**src/rtl/motion_bbox_extract.sv**
```systemverilog
// rtl/motion_bbox_extract.sv - bounding box, pixel count and found flag of a 1-bit motion mask per frame
//
// Ports:
//   clk, rst_n         pixel clock; asynchronous active-low reset
//   dilation_vsync     frame valid (high for the whole active frame)
//   dilation_href      line valid (high for the whole active line)
//   dilation_clken     pixel strobe qualifying dilation_img_Bit
//   dilation_img_Bit   mask pixel, 1 = motion
//   box_x_min/x_max    leftmost / rightmost foreground column of the last frame
//   box_y_min/y_max    top / bottom foreground row of the last frame
//   box_pix_cnt        foreground pixel count of the last frame (saturating)
//   box_found          box_pix_cnt >= MIN_PIXELS; coordinates are 0 when clear
//   box_done           one-cycle pulse in the cycle the outputs change
module motion_bbox_extract #(
    parameter logic [9:0]  IMG_HDISP  = 10'd640,
    parameter logic [9:0]  IMG_VDISP  = 10'd480,
    parameter logic [18:0] MIN_PIXELS = 19'd64
) (
    input  logic        clk,
    input  logic        rst_n,
    input  logic        dilation_vsync,
    input  logic        dilation_href,
    input  logic        dilation_clken,
    input  logic        dilation_img_Bit,
    output logic [9:0]  box_x_min,
    output logic [9:0]  box_x_max,
    output logic [9:0]  box_y_min,
    output logic [9:0]  box_y_max,
    output logic [18:0] box_pix_cnt,
    output logic        box_found,
    output logic        box_done
);

    typedef enum logic [1:0] {
        ST_IDLE    = 2'd0,
        ST_ACTIVE  = 2'd1,
        ST_PUBLISH = 2'd2
    } state_t;

    state_t      state, state_nxt;
    logic        vsync_d, href_d;
    logic        vs_rise, vs_fall, href_fall;
    logic [9:0]  x_cnt, y_cnt, y_cur;
    logic [9:0]  acc_x_min, acc_x_max, acc_y_min, acc_y_max;
    logic [18:0] acc_cnt;
    logic        hit, acc_found;

    assign vs_rise   = dilation_vsync & ~vsync_d;
    assign vs_fall   = ~dilation_vsync & vsync_d;
    assign href_fall = ~dilation_href & href_d;

    // y_cnt is only cleared at the end of the rise cycle, so a pixel arriving
    // in that very cycle belongs to row 0.
    assign y_cur = vs_rise ? 10'd0 : y_cnt;

    assign hit = ((state == ST_ACTIVE) || vs_rise) && dilation_vsync &&
                 dilation_href && dilation_clken && dilation_img_Bit &&
                 (x_cnt < IMG_HDISP) && (y_cur < IMG_VDISP);

    assign acc_found = (acc_cnt >= MIN_PIXELS);

    // vsync_d resets high so that a frame already in progress when reset is
    // released is not mistaken for a rising edge; it is discarded instead.
    always_ff @(posedge clk or negedge rst_n) begin
        if (!rst_n) begin
            state   <= ST_IDLE;
            vsync_d <= 1'b1;
            href_d  <= 1'b0;
        end else begin
            state   <= state_nxt;
            vsync_d <= dilation_vsync;
            href_d  <= dilation_href;
        end
    end

    always_comb begin
        state_nxt = state;
        case (state)
            ST_IDLE:    if (vs_rise) state_nxt = ST_ACTIVE;
            ST_ACTIVE:  if (vs_fall) state_nxt = ST_PUBLISH;
            ST_PUBLISH: state_nxt = vs_rise ? ST_ACTIVE : ST_IDLE;
            default:    state_nxt = ST_IDLE;
        endcase
    end

    // Pixel/line position trackers run regardless of frame state.
    always_ff @(posedge clk or negedge rst_n) begin
        if (!rst_n) begin
            x_cnt <= 10'd0;
            y_cnt <= 10'd0;
        end else begin
            if (href_fall)
                x_cnt <= 10'd0;
            else if (dilation_href && dilation_clken && (x_cnt != 10'h3FF))
                x_cnt <= x_cnt + 10'd1;

            if (vs_rise)
                y_cnt <= 10'd0;
            else if (href_fall && (y_cnt != 10'h3FF))
                y_cnt <= y_cnt + 10'd1;
        end
    end

    // Accumulators: re-initialised on vsync rise, folding in a same-cycle hit.
    always_ff @(posedge clk or negedge rst_n) begin
        if (!rst_n) begin
            acc_x_min <= 10'd0;
            acc_x_max <= 10'd0;
            acc_y_min <= 10'd0;
            acc_y_max <= 10'd0;
            acc_cnt   <= 19'd0;
        end else if (vs_rise) begin
            acc_x_min <= hit ? x_cnt : 10'h3FF;
            acc_x_max <= hit ? x_cnt : 10'd0;
            acc_y_min <= hit ? y_cur : 10'h3FF;
            acc_y_max <= hit ? y_cur : 10'd0;
            acc_cnt   <= hit ? 19'd1 : 19'd0;
        end else if (hit) begin
            if (x_cnt < acc_x_min) acc_x_min <= x_cnt;
            if (x_cnt > acc_x_max) acc_x_max <= x_cnt;
            if (y_cur < acc_y_min) acc_y_min <= y_cur;
            if (y_cur > acc_y_max) acc_y_max <= y_cur;
            if (acc_cnt != 19'h7FFFF) acc_cnt <= acc_cnt + 19'd1;
        end
    end

    always_ff @(posedge clk or negedge rst_n) begin
        if (!rst_n) begin
            box_x_min   <= 10'd0;
            box_x_max   <= 10'd0;
            box_y_min   <= 10'd0;
            box_y_max   <= 10'd0;
            box_pix_cnt <= 19'd0;
            box_found   <= 1'b0;
            box_done    <= 1'b0;
        end else begin
            box_done <= (state == ST_PUBLISH);
            if (state == ST_PUBLISH) begin
                box_pix_cnt <= acc_cnt;
                box_found   <= acc_found;
                box_x_min   <= acc_found ? acc_x_min : 10'd0;
                box_x_max   <= acc_found ? acc_x_max : 10'd0;
                box_y_min   <= acc_found ? acc_y_min : 10'd0;
                box_y_max   <= acc_found ? acc_y_max : 10'd0;
            end
        end
    end

endmodule

```
**config.mk**
```make
export PLATFORM = sky130hd
export DESIGN_NAME = motion_bbox_extract
export DESIGN_NICKNAME = d
export VERILOG_FILES = /design/src/rtl/motion_bbox_extract.sv
export SDC_FILE = /design/constraint.sdc
export NUM_CORES = 1
export LEC_CHECK = 0
export CORE_MARGIN = 3
export CORE_UTILIZATION = 25
export DETAILED_ROUTE_END_ITERATION = 10
export DONT_BUFFER_PORTS = 1
export GPL_TIMING_DRIVEN = 0
export SKIP_CTS_REPAIR_TIMING = 1
export SLEW_MARGIN = 10
export SYNTH_ARGS = -nofsm -noshare
export SYNTH_HDL_FRONTEND = slang
export SYNTH_SLANG_ARGS = --single-unit
```
**constraint.sdc**
```tcl
create_clock -name clk -period 6.42 [get_ports clk]
set_input_delay 0.963 -clock clk [delete_from_list [all_inputs] [get_ports clk]]
set_output_delay 0.963 -clock clk [all_outputs]
set_load 0.05 [all_outputs]
```
==> summary.md, run 1 <==
| Metric | Value |
|---|---|
| DP Wirelength | `approximately 13,000 um` |
| Initial Utilization | `25.7%` |
| Most frequent cells in the layout | `143 x dfrtp_1, 58 x nor2_1, 49 x inv_1, 43 x o21ai_0, 40 x a22o_1` |
| Core ar. | `28,100 um2` |
| Power per Cell Area | `~280 nW/um2` |
| Synth async-reset ratio | `100%` |
| Most area-consuming cells after synthesis | `dfrtp_1 50%, ha_1 6.6%, a22o_1 4.9%, xor2_1 3.2%, nor2_1 3.0%` |
| Max-slew headroom | `36.0%` |
| Die Width | `176 um` |
| GR Overflow Total | `0` |
| Routed wire length | `17,700 um` |
| Pint | `~0.0017 W` |
| Leak | `3.89 nW` |
| GPL Wtd Cong | `~0.84` |
| Largest net degree at the start of global routing | `145` |
| CP endpoint kind | `register` |
| Busiest grt layer | `met2` |
| Total CTS buffers | `17` |
| Status | `complete, no violations` |
| Max-cap violations | `0` |
| Ant diodes | `0` |
| Worst-Margin Slew | `between 900 and 1000 ps` |
| TritonRoute pass-1 iters | `5` |
| CTS tree | `done` |
| Yosys warnings | `0` |
| GR met3 Demand/Resource | `4.00%` |
| Clock Power Share | `45.9%` |
| Non-Filler Instances | `1,098` |
| Rows | `61` |
| Skew final | `11.6 ps` |
| Maximum root-to-sink buffer count | `2` |
| Clk slew on worst S/H paths | `60 ps` |
| RSZ-0062 raised after global routing | `false` |
| First-pass GRT wire length | `between 20,000 and 30,000 um` |
| Hold Worst Slack | `227 ps` |
| Final Cycle Share | `63.0%` |
| Post-layout total power | `0.00235 W` |
| Setup Crit Path Kind | `in -> reg` |
| Sw Ratio | `between 20% and 30%` |
| GR Layer Usage met1 | `roughly 16%` |
| Sw Pwr | `between 0.0006 and 0.0007 W` |
| Cells after synthesis | `688` |
| Iteration-0 DRC Markers | `roughly 290` |
| Die Y-Extent | `176 um` |
| DR DRC count | `0` |
| Layout cells sized above 1 | `8.75%` |
| Placed cells | `1,066` |
| Worst path top cell family by delay | `buffers and inverters` |
| Final instance area | `8320 um2` |
| Full die area | `30,900 um2` |
| Cell Chain, Critical Path | `nor2b_1 -> clkbuf_1 -> clkbuf_1 -> clkbuf_1 -> nor2_1 -> ha_1 -> nand4_1 -> o41a_1 -> a211o_1 -> buf_6 -> mux2_4` |
| Number of distinct library cells after synthesis | `56` |
| Root buffer cell | `clkbuf_16` |
| CP dominant cell by count | `clkbuf_1` |
| Clock sinks | `144` |
| Crit path largest cell delay | `470 ps` |
| Gate power share | `10.9%` |
| H-tree depth | `4` |
| Total negative slack | `0 ps` |
| Mean post-synth cell area | `roughly 10 um2` |
| #FFs+latches synth | `~140` |
| Vias | `5,199` |
| Reg power frac | `a little over two fifths` |
| Worst path bufs/invs | `4` |
| HP Class | `in -> async` |
| Most common cell after layout, fill and taps aside | `dfrtp_1` |
| Fmax | `approximately 0.25 GHz` |
| Peak fanout along the critical path | `10` |
| Worst path arrival time | `between 4000 and 5000 ps` |
| Initial antenna violation count | `0` |
| R2R depth | `11` |
| Post-synth EDFFs | `0` |
| Vias in the first global route | `~5,100` |
| Peak VDD IR | `218 uV` |
| Endpoints failing setup | `0` |
| Final Hold Fails | `0` |
| CP startpoint kind | `primary input` |
| CP Depth | `11` |
| Biggest regs | `acc_cnt (19), box_pix_cnt (19)` |
| Synth Flop Type | `dfrtp_1` |
| Synth Cell Area | `around 7200 um2` |
| M2 GR Usage | `17.9%` |
| Max-slew violations | `0` |
| Yosys top cell area share | `49.7%` |
| Worst path required time | `6730 ps` |
| WL/cell | `16.1 um` |
| Final #Nets | `approximately 750` |
| Crit-path slowest cell | `clkbuf_1` |
| Layout area overhead | `15.5%` |
| Syn nets | `732` |
| GRT Util Overall | `about an eighth` |
| I/O pins | `67` |
| Final Critical Period | `between 4000 and 5000 ps` |
| Sequential share of the synthesized area | `50.0%` |
| Vias per cell | `4.73` |
| Area leader, netlist | `dfrtp_1` |
| Final ANT Viol Nets | `0` |
| Post-placement cell area | `about 7700 um2` |
| Clock latency on the worst-skew pair | `430 ps` |
| Port Buffers | `0` |
## cells in the mapped netlist, drive strengths merged, types with 6 or more instances
cell type  instances
nor2              58
buf                9
mux2i             15
nand2             32
and2               9
o311ai            10
a21o              12
and3              10
nor3               7
a22o              40
nand3             24
clkbuf            30
o221ai             7
inv               49
o21a               6
nand4             17
xnor2              7
dfrtp            143
o21ai             45
xor2              26
a21oi             21
ha                38
mux2              22
## kinds of logic (layout without fill, tap and decap cells)
kind of cell / after synthesis / after routing / share of synthesized area [%]
buf+inv: 88 / 120 / 4.79
fa+ha+maj: 38 / 38 / 6.60
flops: 144 / 144 / 50.0
compound gates: 169 / 169 / 16.6
xor+xnor: 33 / 33 / 4.01
simple gates: 179 / 179 / 12.2
mux: 37 / 37 / 5.78
## metal layers
| layer | vias up | share of wire, % |
|---|---|---|
| li1 | 2517 | - |
| met1 | 2561 | 47 |
| met2 | 108 | 45 |
| met3 | 13 | 6.6 |
| met4 | 0 | 1.0 |
| met5 | - | 0 |
## area by class of cell
class	count	area [um2]
Clock inverter	14	215
Buffer	39	161
Inverter	49	184
Tap cell	378	473
Multi-Input combinational cell	456	3250
Fill cell	2980	19800
Sequential cell	144	3600
Clock buffer	18	429
## metrics by stage
| stage | util, % | setup WS (ps) |
|---|---|---|
| floorplan | - | 2720 |
| finish | 29.6 | 2370 |
| CTS | 29.6 | 2370 |
| global placement | 27.3 | 1980 |
| detailed placement | 27.3 | 1940 |
| global route | 29.6 | 2120 |
## final timing paths
kind	end	slack [ps]	from
setup / recovery	acc_y_max[8]	2370	dilation_vsync
hold / removal	box_pix_cnt[9]	230	rst_n
setup reg to reg	acc_y_max[8]	2530	vsync_d
hold reg to reg	box_y_max[6]	490	acc_y_max[6]
max in group asynchronous	vsync_d	5880	rst_n
min in group clk	box_y_max[6]	490	acc_y_max[6]
## power groups by stage
stage	combinational [W]	clock, W	sequential (W)
after floorplan	0.000198	0	0.00101
after global placement	0.000250	0	0.00103
after detailed placement	0.000253	0	0.00103
after CTS	0.000257	0.00110	0.00102
after global routing	0.000300	0.00114	0.00102
final	0.000256	0.00108	0.00101
Power figures use the tool's default switching activity.
==> run 2, diff against run 1 <==
clock period = 4 ns   (was 6.42 ns; I/O delays follow)
==> run 2 against run 1 <==
Worst hold slack lost 200 ps. Cell area increased by 0.35%. Clock skew barely moved. Power is 61% higher. First-iteration DRC count grew 21%. Clock power is 59% higher. Sequential share of layout area fell by 0.15 points. Final cell count about the same. Die area unchanged. Critical endpoint unchanged.
==> summary.md, run 2 (synthesized netlist as in run 1, its figures left out) <==
| Metric | Value |
|---|---|
| HP Class | `in -> async` |
| Clock sinks | `144` |
| Ant diodes | `0` |
| I/O pins | `67` |
| DP Wirelength | `between 10,000 and 15,000 um` |
| GR Overflow Total | `0` |
| Routed wire length | `17,800 um` |
| Most common cell after layout, fill and taps aside | `dfrtp_1` |
| Largest net degree at the start of global routing | `145` |
| Vias | `5,172` |
| Final ANT Viol Nets | `0` |
| Iteration-0 DRC Markers | `about 340` |
| CP dominant cell by count | `clkbuf_1` |
| Rows | `between 60 and 70` |
| Post-layout total power | `approximately 0.0038 W` |
| Initial antenna violation count | `0` |
| Worst path top cell family by delay | `buffers and inverters` |
| Max-slew headroom | `37.6%` |
| Endpoints failing setup | `0` |
| RSZ-0062 raised after global routing | `false` |
| Max-slew violations | `0` |
| Layout cells sized above 1 | `9.02%` |
| TritonRoute pass-1 iters | `4` |
| Die Width | `about 180 um` |
| Port Buffers | `0` |
| Worst path required time | `4310 ps` |
| Peak VDD IR | `349 uV` |
| Peak fanout along the critical path | `10` |
| Total CTS buffers | `17` |
| Final Hold Fails | `0` |
| Leak | `between 3 and 4 nW` |
| Worst path bufs/invs | `4` |
| Final Critical Period | `3690 ps` |
| Fmax | `0.271 GHz` |
| Worst path arrival time | `4000 ps` |
| Final Cycle Share | `92.3%` |
| Layout area overhead | `15.9%` |
| Clk slew on worst S/H paths | `~60 ps` |
| Final #Nets | `752` |
| Core ar. | `about 28,000 um2` |
| CP startpoint kind | `register` |
| Crit-path slowest cell | `clkbuf_1` |
| H-tree depth | `4` |
| Root buffer cell | `clkbuf_16` |
| Die Y-Extent | `176 um` |
| Setup Crit Path Kind | `reg -> reg` |
| Skew final | `11.9 ps` |
| GRT Util Overall | `11.8%` |
| Crit path largest cell delay | `420 ps` |
| Worst-Margin Slew | `931 ps` |
| Hold Worst Slack | `27.5 ps` |
| Cell Chain, Critical Path | `nor2b_1 -> clkbuf_2 -> clkbuf_1 -> clkbuf_1 -> nor2_1 -> ha_1 -> nand4_1 -> o41a_1 -> a211o_1 -> buf_6 -> mux2_4` |
| Initial Utilization | `25.7%` |
| GPL Wtd Cong | `about 0.84` |
| Biggest regs | `acc_cnt (19), box_pix_cnt (19)` |
| Full die area | `30,900 um2` |
| Power per Cell Area | `454 nW/um2` |
| Vias in the first global route | `just over 5,000` |
| Status | `complete, no violations` |
| DR DRC count | `0` |
| Most frequent cells in the layout | `143 x dfrtp_1, 58 x nor2_1, 49 x inv_1, 43 x o21ai_0, 40 x a22o_1` |
| CTS tree | `done` |
| First-pass GRT wire length | `28,700 um` |
| WL/cell | `16.2 um` |
| Vias per cell | `about 4.7` |
| CP endpoint kind | `register` |
| Max-cap violations | `0` |
| Clock latency on the worst-skew pair | `420 ps` |
| FILL cells | `2,977` |
| Maximum root-to-sink buffer count | `2` |
[run 2: through the flow]
| step | instance area [um2] | std cells | setup TNS [ps] | utilization (%) | setup slack, ps |
|---|---|---|---|---|---|
| floorplan | 7200 | 688 | 0 | - | 659 |
| finish | 8350 | 1099 | 0 | 29.7 | 308 |
| global route | 8350 | 1099 | 0 | 29.7 | 34.8 |
| CTS | 8320 | 1098 | 0 | 29.6 | 82.1 |
| global placement | 7680 | 1066 | -384 | 27.3 | -79.0 |
| detailed placement | 7680 | 1066 | -580 | 27.3 | -117 |
[run 2: where the power goes]
group	leakage, nW	internal [W]	total (W)	switching, W
sequential	1.97	0.00153	0.00163	0.0000972
clock	0.310	0.00111	0.00172	0.000618
combinational	1.62	0.000158	0.000440	0.000282
total	3.91	0.00279	0.00379	0.000997
[run 2: metal layers]
| layer | up-vias | GRT usage [%] | part of all wire [%] | routed length, um |
|---|---|---|---|---|
| li1 | 2517 | - | - | - |
| met5 | - | 0 | 0 | 0 |
| met4 | 0 | 3.23 | 0.80 | 142 |
| met2 | 89 | 17.9 | 46 | 8110 |
| met1 | 2558 | 16.0 | 48 | 8460 |
| met3 | 8 | 4.00 | 6.0 | 1070 |
[run 2: final cells by class]
class	instances	area (um2)	share of cell area, %
inverter	49	184	2.20
clock buffer	18	429	5.14
sequential	144	3600	43.2
tap	378	473	5.66
multi-input combinational	456	3250	39.0
clock inverter	14	215	2.58
buffer	39	163	1.95
timing repair buffer	1	27.5	0.330
[run 2: worst reg2reg max path, delay by kind of cell (launching register included)]
kind	cells	cell delay [ps]
buf+inv	4	1300
compound gates	2	700
simple gates	3	550
flops	1	400
fa+ha+maj	1	340
mux	1	310
[run 2: path summary, 6_finish.rpt]
kind	slack, ps	depth (start not counted)	startpoint	to
setup / recovery	310	11	vsync_d	acc_y_max[8]
hold / removal	30	0	rst_n	vsync_d
setup reg to reg	310	11	vsync_d	acc_y_max[8]
hold reg to reg	490	1	acc_y_max[6]	box_y_max[6]
max in group asynchronous	3260	1	rst_n	acc_x_max[5]
min in group clk	180	0	dilation_vsync	vsync_d
